$ cat src/rtl/st_adapter_pkg.sv
// Shared constants and helpers for the streaming ready-latency adapter.
package st_adapter_pkg;

  localparam int RL_MAX     = 4;
  localparam int DROP_CNT_W = 16;

  // Ceiling log2, usable in constant expressions (clog2(1) = 0).
  function automatic int clog2(input int value);
    int result;
    result = 0;
    while ((1 << result) < value) begin
      result++;
    end
    return result;
  endfunction

  // True when value is a positive power of two.
  function automatic bit is_pow2(input int value);
    return (value > 0) && ((value & (value - 1)) == 0);
  endfunction

endpackage

$ cat src/rtl/st_sync_fifo.sv
// Synchronous FIFO with combinational head read and an occupancy count.
// Pointers wrap naturally because DEPTH is a power of two.
module st_sync_fifo
  import st_adapter_pkg::*;
#(
  parameter int WIDTH = 9,
  parameter int DEPTH = 4
) (
  input  logic                     clk,
  input  logic                     srst_i,
  input  logic                     wr_en_i,
  input  logic [WIDTH-1:0]         wr_data_i,
  input  logic                     rd_en_i,
  output logic [WIDTH-1:0]         rd_data_o,
  output logic [clog2(DEPTH):0]    count_o
);

  localparam int PTR_W = clog2(DEPTH);
  localparam int CNT_W = PTR_W + 1;

  logic [WIDTH-1:0] mem_q [DEPTH];
  logic [PTR_W-1:0] wr_ptr_q, wr_ptr_d;
  logic [PTR_W-1:0] rd_ptr_q, rd_ptr_d;
  logic [CNT_W-1:0] count_q, count_d;
  logic             wr_ok;
  logic             rd_ok;

  // Next pointers and occupancy; a write into a full buffer is ignored.
  always_comb begin
    wr_ok    = wr_en_i && (count_q != CNT_W'(DEPTH));
    rd_ok    = rd_en_i && (count_q != '0);
    wr_ptr_d = wr_ptr_q;
    rd_ptr_d = rd_ptr_q;
    count_d  = count_q;
    if (wr_ok) wr_ptr_d = wr_ptr_q + PTR_W'(1);
    if (rd_ok) rd_ptr_d = rd_ptr_q + PTR_W'(1);
    if (wr_ok && !rd_ok) count_d = count_q + CNT_W'(1);
    else if (!wr_ok && rd_ok) count_d = count_q - CNT_W'(1);
  end

  // Pointer and occupancy registers; reset discards all buffered entries.
  always_ff @(posedge clk) begin
    if (srst_i) begin
      wr_ptr_q <= '0;
      rd_ptr_q <= '0;
      count_q  <= '0;
    end else begin
      wr_ptr_q <= wr_ptr_d;
      rd_ptr_q <= rd_ptr_d;
      count_q  <= count_d;
    end
  end

  // Storage array; contents need no reset since the count gates visibility.
  always_ff @(posedge clk) begin
    if (wr_ok) mem_q[wr_ptr_q] <= wr_data_i;
  end

  assign rd_data_o = mem_q[rd_ptr_q];
  assign count_o   = count_q;

endmodule

$ cat src/rtl/st_ready_latency_adapter.sv
// Converts an upstream stream with ready latency IN_RL into a ready-latency-0
// downstream stream. in_ready is issued only when every beat that may still
// arrive against an already-issued ready is guaranteed a free slot.
module st_ready_latency_adapter
  import st_adapter_pkg::*;
#(
  parameter int DATA_W    = 1,
  parameter int CHANNEL_W = 8,
  parameter int IN_RL     = 1,
  parameter int DEPTH     = 4
) (
  input  logic                  clk,
  input  logic                  reset,
  input  logic                  in_valid,
  input  logic [DATA_W-1:0]     in_data,
  input  logic [CHANNEL_W-1:0]  in_channel,
  output logic                  in_ready,
  output logic                  out_valid,
  output logic [DATA_W-1:0]     out_data,
  output logic [CHANNEL_W-1:0]  out_channel,
  input  logic                  out_ready,
  output logic                  protocol_error,
  output logic [DROP_CNT_W-1:0] drop_count
);

  localparam int CNT_W  = clog2(DEPTH) + 1;
  localparam int OCC_W  = CNT_W + 3;
  localparam int WARM_W = 3;
  localparam int BEAT_W = DATA_W + CHANNEL_W;

  // Reject parameter sets the ready accounting cannot support.
  generate
    if (IN_RL < 0 || IN_RL > RL_MAX) begin : g_bad_rl
      $error("IN_RL must lie within 0..%0d", RL_MAX);
    end
    if (!is_pow2(DEPTH)) begin : g_bad_depth_pow2
      $error("DEPTH must be a power of two");
    end
    if (DEPTH < IN_RL + 2) begin : g_bad_depth_rl
      $error("DEPTH must be at least IN_RL+2");
    end
    if (DATA_W < 1 || CHANNEL_W < 1) begin : g_bad_width
      $error("DATA_W and CHANNEL_W must be at least 1");
    end
  endgenerate

  // hist_q[k-1] holds in_ready as it was k cycles ago.
  logic [RL_MAX-1:0]     hist_q, hist_d;
  logic [RL_MAX-1:0]     hist_live;
  logic [WARM_W-1:0]     warm_q, warm_d;
  logic                  err_q, err_d;
  logic [DROP_CNT_W-1:0] drop_q, drop_d;
  logic                  matured;
  logic                  mature_window;
  logic [2:0]            pending;
  logic [OCC_W-1:0]      occupancy;
  logic                  full;
  logic                  wr_en;
  logic                  rd_en;
  logic                  drop;
  logic [CNT_W-1:0]      count;
  logic [BEAT_W-1:0]     head;

  // Only the IN_RL most recent readies can still have beats in flight.
  generate
    for (genvar gi = 0; gi < RL_MAX; gi++) begin : g_live
      assign hist_live[gi] = (gi < IN_RL) ? hist_q[gi] : 1'b0;
    end
    if (IN_RL == 0) begin : g_rl0
      assign matured = in_ready;
    end else begin : g_rl
      assign matured = hist_q[IN_RL-1];
    end
  endgenerate

  // Ready issue: occupancy plus outstanding readies must leave a free slot.
  always_comb begin
    pending = '0;
    for (int k = 0; k < RL_MAX; k++) begin
      pending = pending + {2'b00, hist_live[k]};
    end
    occupancy = OCC_W'(count) + OCC_W'(pending);
    in_ready  = !reset && (occupancy < OCC_W'(DEPTH));
  end

  // Write/drop decision and next state of the bookkeeping registers.
  // Until IN_RL cycles have passed since reset the matured ready reflects
  // the reset period, so such beats are dropped without flagging an error.
  always_comb begin
    mature_window = (warm_q == WARM_W'(IN_RL));
    full          = (count == CNT_W'(DEPTH));
    wr_en         = in_valid && mature_window && matured && !full;
    drop          = in_valid && !wr_en;
    rd_en         = out_valid && out_ready;
    hist_d        = {hist_q[RL_MAX-2:0], in_ready};
    warm_d        = mature_window ? warm_q : warm_q + WARM_W'(1);
    err_d         = err_q || (drop && mature_window);
    drop_d        = drop_q;
    if (drop && (drop_q != '1)) drop_d = drop_q + DROP_CNT_W'(1);
  end

  // Ready history, warm-up counter and error/drop registers.
  always_ff @(posedge clk) begin
    if (reset) begin
      hist_q <= '0;
      warm_q <= '0;
      err_q  <= 1'b0;
      drop_q <= '0;
    end else begin
      hist_q <= hist_d;
      warm_q <= warm_d;
      err_q  <= err_d;
      drop_q <= drop_d;
    end
  end

  st_sync_fifo #(
    .WIDTH (BEAT_W),
    .DEPTH (DEPTH)
  ) u_fifo (
    .clk       (clk),
    .srst_i    (reset),
    .wr_en_i   (wr_en),
    .wr_data_i ({in_data, in_channel}),
    .rd_en_i   (rd_en),
    .rd_data_o (head),
    .count_o   (count)
  );

  assign out_valid      = (count != '0);
  assign out_data       = out_valid ? head[BEAT_W-1:CHANNEL_W] : '0;
  assign out_channel    = out_valid ? head[CHANNEL_W-1:0] : '0;
  assign protocol_error = err_q;
  assign drop_count     = drop_q;

endmodule

$ cat config.mk
export PLATFORM = sky130hd
export DESIGN_NAME = st_ready_latency_adapter
export DESIGN_NICKNAME = d
export VERILOG_FILES = /design/src/rtl/st_adapter_pkg.sv /design/src/rtl/st_sync_fifo.sv /design/src/rtl/st_ready_latency_adapter.sv
export SDC_FILE = /design/constraint.sdc
export NUM_CORES = 1
export LEC_CHECK = 0
export CAP_MARGIN = 15
export CORE_MARGIN = 2
export CORE_UTILIZATION = 46
export DETAILED_ROUTE_END_ITERATION = 10
export PLACE_DENSITY = 0.72
export SLEW_MARGIN = 10
export SYNTH_ARGS = -nofsm -noshare
export SYNTH_HDL_FRONTEND = slang
export SYNTH_SLANG_ARGS = --single-unit
$ cat constraint.sdc
create_clock -name clk -period 2.22 [get_ports clk]
set_input_delay 0.555 -clock clk [delete_from_list [all_inputs] [get_ports clk]]
set_output_delay 0.555 -clock clk [all_outputs]
set_load 0.1 [all_outputs]
==> run_results.csv, run 1 <==
group,metric,value,unit
status,outcome,"finished, violations left",
status,violations,"negative setup slack",
timing,setup_slack,-0.0228,ns
layout,n_antenna_cell,0,
floorplan,die_x,83.7,microns
timing,maxSlewHeadroom,72.6,%
yosys,syn_inst,224,
timing,rsz0062_at_grt,"yes",
yosys,ys_top_cells_by_area,"edfxtp_1 37%, dfxtp_1 21%, mux4_2 6.9%, ha_1 3.4%, and2_1 2.8%",
route,first_pass_iters,4,
floorplan,start_util,46.9,%
layout,drive_above_1_share,39.3,%
timing,finalCriticalPeriod,2.24,ns
hold_path,worst_hold_path_type,"reg2reg",
yosys,ys_types,48,
clock_network,cts_tree,"yes",
route,viasPerCell,5.53,
route,drt.antenna.violating_nets,0,
place,numPortBuffers,40,
yosys,syn_area,0.00293,sq mm
power_and_ir_drop,power_frac_seq,31.8,%
yosys,async_flop_share,0,%
setup_path,path_cells,"buf_12, mux4_2, and2_4, buf_12",
power_and_ir_drop,p_sw_share,37.3,%
global_route,antenna_found_initial,0,
power_and_ir_drop,power.net_switching,0.00171,W
place,place.gp.congestion,0.821,
global_route,grt_pass1_vias,2027,
timing,fin_crit_sh,101,%
setup_path,cp-start-kind,"flip-flop",
flow_run,max-cap-violations,0,
setup_path,crit_type,"reg2out",
timing,tightestPinTransition,0.408,ns
global_route,grt_use_total,17.8,%
layout,num-fill-cells,489,
place,hpwl,3810,microns
yosys,ys_seq_area_share,57.5,%
floorplan,die_height,83.7,microns
route,vias,2057,
yosys,yosysWarnings,0,
global_route,grt_max_degree,32,
yosys,ys_ff_latch,66,
setup_path,required,1.66,ns
yosys,syn_avg_cell_area,13.1,sq um
power_and_ir_drop,power_density,1150,mW/mm^2
setup_path,cp.arrival,1.69,ns
floorplan,io_pins,41,
setup_path,critPathBufInv,2,
power_and_ir_drop,clkPwrFrac,24.8,%
layout,multiInputGateArea,0.00119,sq mm
timing,timing.fmax,446,MHz
yosys,syn_nets,246,
timing,holdWs,0.493,ns
yosys,synth_enable_flop_cells,36,
route,wl,5750,microns
yosys,yosysTopAreaCell,"edfxtp_1",
timing,finClkSkew,0.00594,ns
global_route,grt_remaining_overflow,0,
setup_path,max_stage_delay,0.50,ns
setup_path,critPathMaxFanout,5,
clock_network,cts.sinks,66,
clock_network,htree_levels,3,
place,place_area,0.00368,sq mm
yosys,ys.flop_type,"edfxtp_1",
layout,area_growth,35.5,%
layout,seq_area,0.00171,sq mm
clock_network,cts.clk_slew.worst_paths,0.07,ns
setup_path,cpLargestDelayFamily,"multiplexers",
floorplan,core_area,0.00624,sq mm
power_and_ir_drop,ir_worst_vdd,913,uV
power_and_ir_drop,internal_power,0.00286,W
setup_path,critPathSlowestCell,"mux4_2",
route,drc_errors,0,
route,drt-initial-drc-count,40,
clock_network,cts_hold_buf,0,
setup_path,end_kind,"output pin",
place,pre_cts_slack,-0.427,ns
timing,setup_violations,6,
clock_network,clk-insertion-delay-late,0.35,ns
yosys,synthTopCellsByCount,"36 x edfxtp_1, 30 x dfxtp_1, 16 x nor2_1",
power_and_ir_drop,power_frac_comb,43.4,%
clock_network,root_buffer,"clkbuf_8",
layout,stdcell_area,0.00396,sq mm
yosys,synth_top_cell_area_share,37.0,%
floorplan,dieArea,0.00701,sq mm
setup_path,cp_common_cell,"buf_12",
yosys,yosys.cell_count.top_type,"edfxtp_1",
global_route,grt_pass1_wl,9700,microns
timing,hold_violations,0,
layout,finalNetCount,312,
timing,finalMaxSlewViolations,0,
route,wl_per_cell,15.4,microns
clock_network,cts-buffers-inserted,9,
power_and_ir_drop,p_leak,1.43,nW
floorplan,num_rows,29,
clock_network,cts_buffer_depth,2,
## per-stage QoR
step                setup TNS (ns)  utilization [%]  total power, W  cells
global route                -0.510             63.5         0.00475    372
global placement             -1.37             58.9         0.00334    354
CTS                         -0.257             63.3         0.00459    371
detailed placement           -2.05             58.9         0.00338    354
finish                     -0.0847             63.5         0.00457    372
floorplan                   -0.968                -         0.00270    224
## layer usage
layer  share of wire [%]  global-route usage, %  up-vias
li1                    -                      -      992
met1                  41                   21.6     1003
met2                  52                   30.2       51
met3                 4.8                   3.07       11
met4                 2.6                   9.68        0
met5                   0                      0        -
## sequential cells by signal (all words and copies together), names as in the netlist, named ones only
register         count
protocol_error       1
u_fifo.rd_ptr_q      2
u_fifo.wr_ptr_q      2
hist_q               1
u_fifo.count_o       3
drop_count          16
warm_q               3
u_fifo.mem_q        36
## cells in the final DEF (no fill, tap or decap), types with 4 or more instances in the layout
| cell type | synthesis | routed |
|---|---|---|
| buf_12 | 0 | 15 |
| nand3_1 | 8 | 8 |
| dfxtp_1 | 30 | 12 |
| mux4_2 | 9 | 9 |
| nor2_1 | 16 | 15 |
| o21ai_0 | 6 | 6 |
| inv_1 | 6 | 6 |
| edfxtp_1 | 36 | 36 |
| and2_1 | 13 | 4 |
| clkbuf_8 | 2 | 10 |
| xor2_1 | 4 | 4 |
| or3_1 | 5 | 5 |
| o31ai_1 | 8 | 8 |
| dfxtp_2 | 0 | 17 |
| clkdlybuf4s50_1 | 0 | 11 |
| a21oi_1 | 13 | 12 |
| or4_1 | 8 | 8 |
| ha_1 | 8 | 7 |
| nand2_1 | 7 | 7 |
| and2_4 | 0 | 9 |
| buf_4 | 1 | 36 |
## logic make-up after synthesis
kind of cell | after synthesis | share of synthesized area, %
AO/OA/AOI/OAI | 39 | 8.94
XOR/XNOR | 6 | 1.80
adder cells (fa/ha/maj) | 9 | 4.11
buffers and inverters | 15 | 3.42
flip-flops | 66 | 57.5
multiplexers | 13 | 8.38
AND/OR/NAND/NOR | 76 | 15.9
## path summary, 6_finish.rpt
| check | end | start | slack [ns] | depth (start not counted) |
|---|---|---|---|---|
| worst max-delay path | out_channel[2] | flip-flop | -0.02 | 4 |
| worst min-delay path | protocol_error | protocol_error | 0.49 | 1 |
| worst max register to register | u_fifo.count_o[2] | warm_q[1] | 0.08 | 10 |
| worst min register to register | protocol_error | protocol_error | 0.49 | 1 |
## area by class of cell
| cell class | count | share of cell area, % |
|---|---|---|
| Clock buffer | 10 | 3.47 |
| Clock inverter | 6 | 2.27 |
| Inverter | 6 | 0.568 |
| Multi-Input combinational cell | 143 | 30.1 |
| Sequential cell | 66 | 43.1 |
| Tap cell | 77 | 2.43 |
| Timing Repair Buffer | 64 | 18.1 |
## power groups by stage
stage | Sequential, W | Clock, W | Combinational [W]
after floorplan | 0.00154 | 0 | 0.00115
after global placement | 0.00146 | 0 | 0.00188
after detailed placement | 0.00147 | 0 | 0.00191
after CTS | 0.00145 | 0.00115 | 0.00199
after global routing | 0.00146 | 0.00121 | 0.00208
final | 0.00145 | 0.00113 | 0.00198
## what timing repair did
action / in CTS / in global routing
pin swaps: 10 / 1
endpoints found under the hold margin: 0 / 0
resized for setup: 13 / 3
setup endpoints to repair: 10 / 10
setup buffers: 0 / 1
gates cloned: 1 / 0
Note: power is estimated with default switching activity, not from simulation.
==> inputs of run 2 (changes only) <==
--- a/constraint.sdc
+++ b/constraint.sdc
@@ -3,2 +3,2 @@
 set_output_delay 0.555 -clock clk [all_outputs]
-set_load 0.1 [all_outputs]
+set_load 0.005 [all_outputs]
==> run 2 against run 1 <==
  * First-iteration DRC count rose to 2.9 times the previous value
  * Clock skew up 0.0031 ns
  * Routed wire length up 1.7%
  * The flow still finishes with violations (negative setup slack)
  * Sequential power about the same
  * Critical path type unchanged
  * Maximum frequency up 0.23%
  * Largest power group is now registers
  * Register-to-register slack better by 0.02 ns
  * Via count down 0.15%
==> run_results.csv, run 2 (synthesized netlist as in run 1, its figures left out) <==
group,metric,value,unit
global_route,grt_pass1_vias,1993,
floorplan,num_rows,29,
place,numPortBuffers,40,
setup_path,crit_type,"reg2out",
layout,final_cells,380,
timing,finalMaxSlewViolations,0,
setup_path,cp.arrival,1.68,ns
layout,final_cell_mix,"36 x edfxtp_1, 28 x dfxtp_1, 28 x clkdlybuf4s50_1, 21 x buf_4, 15 x nor2_1",
global_route,grt_pass1_wl,9660,microns
timing,timing.fmax,447,MHz
place,place_area,0.00359,sq mm
setup_path,cp-start-kind,"flip-flop",
route,viasPerCell,5.41,
setup_path,critPathMaxFanout,5,
floorplan,die_x,83.7,microns
route,drt-initial-drc-count,114,
setup_path,end_kind,"output pin",
status,outcome,"finished, violations left",
global_route,grt_use_total,17.7,%
timing,fin_crit_sh,101,%
setup_path,critPathSlowestCell,"mux4_2",
clock_network,clk-insertion-delay-late,0.34,ns
floorplan,dieArea,0.00701,sq mm
clock_network,htree_levels,3,
global_route,antenna_found_initial,0,
clock_network,cts-buffers-inserted,9,
timing,setup_violations,3,
power_and_ir_drop,power_density,924,mW/mm^2
global_route,grt_max_degree,32,
timing,rsz0062_at_grt,"yes",
place,dp.cells,355,
setup_path,critPathBufInv,3,
route,drt.antenna.violating_nets,0,
floorplan,die_height,83.7,microns
timing,tns,-0.0370,ns
route,wl,5840,microns
route,drc_errors,0,
clock_network,cts_tree,"yes",
setup_path,path_cells,"buf_12, buf_4, mux4_2, and2_4, clkbuf_2",
timing,finalCriticalPeriod,2.24,ns
flow_run,max-cap-violations,0,
power_and_ir_drop,p_leak,1.40,nW
layout,n_antenna_cell,0,
layout,largest_reg_flops,36,
timing,tightestPinTransition,0.420,ns
setup_path,max_stage_delay,0.50,ns
route,vias,2054,
route,first_pass_iters,4,
timing,maxSlewHeadroom,71.8,%
layout,stdcell_area,0.00393,sq mm
layout,final_common_cell,"edfxtp_1",
clock_network,root_buffer,"clkbuf_8",
timing,hold_violations,0,
timing,finClkSkew,0.00908,ns
layout,finalNetCount,320,
timing,setup_slack,-0.0177,ns
place,hpwl,3870,microns
route,wl_per_cell,15.4,microns
place,pre_cts_slack,-0.325,ns
setup_path,required,1.66,ns
layout,area_growth,34.4,%
floorplan,core_area,0.00624,sq mm
floorplan,io_pins,41,
setup_path,cpLargestDelayFamily,"multiplexers",
global_route,grt_remaining_overflow,0,
hold_path,worst_hold_path_type,"reg2reg",
status,violations,"negative setup slack",
power_and_ir_drop,ir_worst_vdd,563,uV
layout,drive_above_1_share,27.7,%
clock_network,cts_buffer_depth,2,
floorplan,start_util,46.9,%
clock_network,cts.sinks,66,
layout,largest_register,"u_fifo.mem_q",
place,place.gp.congestion,0.774,
clock_network,cts.clk_slew.worst_paths,0.07,ns
timing,holdWs,0.468,ns
[run 2: cell types whose count changed in the layout (fill, tap and decap cells not counted), moves of 5 or more]
cell,change
dfxtp_2,-17
buf_4,-15
dfxtp_1,+16
buf_6,+8
buf_2,+5
and2_1,+5
and2_4,-5
buf_12,-9
clkdlybuf4s50_1,+17
[run 2: path summary, 6_finish.rpt]
| check | start | end | slack, ns | cells after the start |
|---|---|---|---|---|
| max reg2reg | warm_q[0] | u_fifo.count_o[2] | 0.10 | 9 |
| max | flip-flop | out_channel[5] | -0.02 | 5 |
| min reg2reg | u_fifo.count_o[2] | hist_q[0] | 0.47 | 1 |
| min | u_fifo.count_o[2] | hist_q[0] | 0.47 | 1 |
[run 2: layout make-up]
class / count / area [sq um]
fillers: 478 / 2310
flip-flops and latches: 66 / 1690
multi-input cells: 143 / 1170
repair buffers: 72 / 708
clock buffers: 10 / 128
clock inverters: 6 / 115
well taps: 77 / 96.3
inverters: 6 / 22.5
[run 2: power by group]
part / leakage, nW / total (W) / internal (W) / switching, W
Clock: 0.117 / 0.00121 / 0.000750 / 0.000460
Combinational: 0.716 / 0.000972 / 0.000578 / 0.000394
Sequential: 0.569 / 0.00145 / 0.00138 / 0.0000685
[run 2: routing by layer]
layer  global-route usage (%)  up-vias  share of wire (%)
li1                         -     1012                  -
met2                     28.9       53                 52
met5                        0        -                  0
met3                     5.93        2                4.6
met4                     5.28        0               0.36
met1                     22.3      987                 43
[run 2: per-stage QoR]
| step | total power, W | util (%) |
|---|---|---|
| 6_report | 0.00363 | 63.0 |
| 5_1_grt | 0.00383 | 63.0 |
| 2_1_floorplan | 0.00194 | - |
| 3_3_place_gp | 0.00233 | 57.5 |
| 4_1_cts | 0.00365 | 62.7 |
| 3_5_place_dp | 0.00236 | 57.5 |
[run 2: repair_timing]
item / in CTS / in global routing
hold buffers: 0 / 0
endpoints found under the setup margin: 11 / 9
pin swaps: 9 / 5
buffers inserted: 6 / 3
gates resized for setup: 48 / 8
cloned: 1 / 0
==> inputs of run 3 (changes only) <==
- clock period: 2.22 -> 1.9 ns (I/O delays scaled with it)
==> run 3 against run 2 <==
  * The flow still finishes with violations (negative setup slack)
  * Register-to-register slack worse by 0.30 ns
  * Clock skew is 0.0016 ns higher
  * Combinational power is 57% higher
==> run_results.csv, run 3 (synthesized netlist as in run 1, its figures left out) <==
group,metric,value,unit
clock_network,cts.sinks,66,
floorplan,num_rows,29,
setup_path,cp.arrival,1.67,ns
route,drc_errors,0,
setup_path,critPathSlowestCell,"mux4_2",
route,wl,6090,microns
timing,finClkSkew,0.0107,ns
timing,tightestPinTransition,0.356,ns
timing,tns,-1.88,ns
layout,final_common_cell,"edfxtp_1",
global_route,antenna_found_initial,0,
setup_path,cp-start-kind,"flip-flop",
floorplan,start_util,46.9,%
timing,maxSlewHeadroom,76.1,%
setup_path,critPathMaxFanout,5,
setup_path,r2r_cells,8,
status,violations,"negative setup slack",
timing,hold_violations,0,
timing,finalMaxSlewViolations,0,
timing,setup_slack,-0.249,ns
layout,largest_register,"u_fifo.mem_q",
setup_path,max_stage_delay,0.49,ns
clock_network,cts_tree,"yes",
setup_path,crit_type,"reg2out",
layout,largest_reg_flops,36,
layout,final_cell_mix,"36 x edfxtp_1, 28 x clkdlybuf4s50_1, 28 x buf_4, 22 x dfxtp_1, 19 x buf_6",
layout,multiInputGateArea,0.00125,sq mm
route,drt.antenna.violating_nets,0,
timing,rsz0062_at_grt,"yes",
layout,finalNetCount,335,
clock_network,cts.clk_slew.worst_paths,0.07,ns
layout,seq_area,0.00169,sq mm
power_and_ir_drop,ir_worst_vdd,833,uV
timing,fin_crit_sh,113,%
global_route,grt_remaining_overflow,0,
place,pre_cts_slack,-0.590,ns
global_route,grt_use_total,19.2,%
clock_network,htree_levels,3,
hold_path,worst_hold_path_type,"reg2reg",
clock_network,cts_hold_buf,0,
clock_network,cts_buffer_depth,2,
place,hpwl,3890,microns
setup_path,required,1.42,ns
place,numPortBuffers,40,
timing,timing.fmax,465,MHz
hold_path,hold_depth,1,
route,viasPerCell,5.44,
route,first_pass_iters,4,
clock_network,root_buffer,"clkbuf_8",
clock_network,clk-insertion-delay-late,0.34,ns
setup_path,path_cells,"buf_12, buf_6, mux4_2, and2_4, buf_6",
timing,finalCriticalPeriod,2.15,ns
setup_path,worstReg2RegStart,"u_fifo.count_o[1]",
floorplan,dieArea,0.00701,sq mm
clock_network,cts-buffers-inserted,9,
floorplan,die_height,83.7,microns
floorplan,io_pins,41,
global_route,grt_pass1_wl,10600,microns
setup_path,worst-r2r-setup-slack,-0.20,ns
route,vias,2148,
layout,drive_above_1_share,37.7,%
hold_path,hold_end,"protocol_error",
place,place.gp.congestion,0.802,
power_and_ir_drop,power_density,1030,mW/mm^2
setup_path,cpLargestDelayFamily,"multiplexers",
route,drt-initial-drc-count,121,
timing,setup_violations,11,
layout,n_antenna_cell,0,
floorplan,die_x,83.7,microns
route,wl_per_cell,15.4,microns
setup_path,cp_common_cell,"buf_6",
setup_path,reg2reg_to,"u_fifo.count_o[2]",
global_route,grt_max_degree,32,
floorplan,core_area,0.00624,sq mm
flow_run,max-cap-violations,0,
global_route,grt_pass1_vias,2244,
setup_path,critPathBufInv,3,
layout,num-fill-cells,491,
status,outcome,"finished, violations left",
layout,area_growth,39.7,%
setup_path,end_kind,"output pin",
power_and_ir_drop,p_leak,1.46,nW
hold_path,min_from,"protocol_error",
## run 3: metal layers
metal	vias to the layer above	global-route usage, %	share of wire [%]
met3	10	6.23	4.8
met1	1054	23.2	42
met5	-	0	0
met2	50	32.0	51
met4	0	7.33	1.6
li1	1034	-	-
## run 3: layout make-up
type / instances / share of cell area [%]
flip-flops and latches: 66 / 41.4
multi-input cells: 143 / 30.7
repair buffers: 87 / 21.0
clock buffers: 10 / 3.12
well taps: 77 / 2.36
clock inverters: 6 / 0.826
inverters: 6 / 0.551
## run 3: report_power, final
group          total, W  switching [W]  internal, W
clock network  0.000985       0.000524     0.000461
registers       0.00169      0.0000713      0.00162
logic           0.00153       0.000588     0.000942
## run 3: how the worst max path moves through the flow
| stage | start | end | slack [ns] | depth (start not counted) |
|---|---|---|---|---|
| 2_1_floorplan | warm_q[0] | u_fifo.count_o[2] | -0.24 | 9 |
| 3_3_place_gp | in_valid | u_fifo.count_o[2] | -0.50 | 9 |
| 3_5_place_dp | in_valid | u_fifo.count_o[2] | -0.59 | 9 |
| 4_1_cts | flip-flop | out_data | -0.27 | 5 |
| 5_1_grt | flip-flop | out_data | -0.31 | 5 |
| 6_report | flip-flop | out_data | -0.25 | 5 |
## run 3: per-stage QoR
step / power, W / cell area, sq um / hold slack [ns] / std cells / utilization (%)
global placement: 0.00285 / 3670 / 0.466 / 364 / 58.8
finish: 0.00421 / 4090 / 0.491 / 395 / 65.5
CTS: 0.00418 / 4080 / 0.494 / 397 / 65.4
detailed placement: 0.00288 / 3670 / 0.476 / 364 / 58.8
global route: 0.00445 / 4090 / 0.508 / 395 / 65.5
floorplan: 0.00230 / 2950 / 0.454 / 224 / -
## run 3: what timing repair did
action                                  in CTS  in global routing
endpoints found under the setup margin      12                 64
gates resized for setup                     80                 18
buffers inserted                            15                  6
pin swaps                                   30                  6
gates cloned                                 2                  0
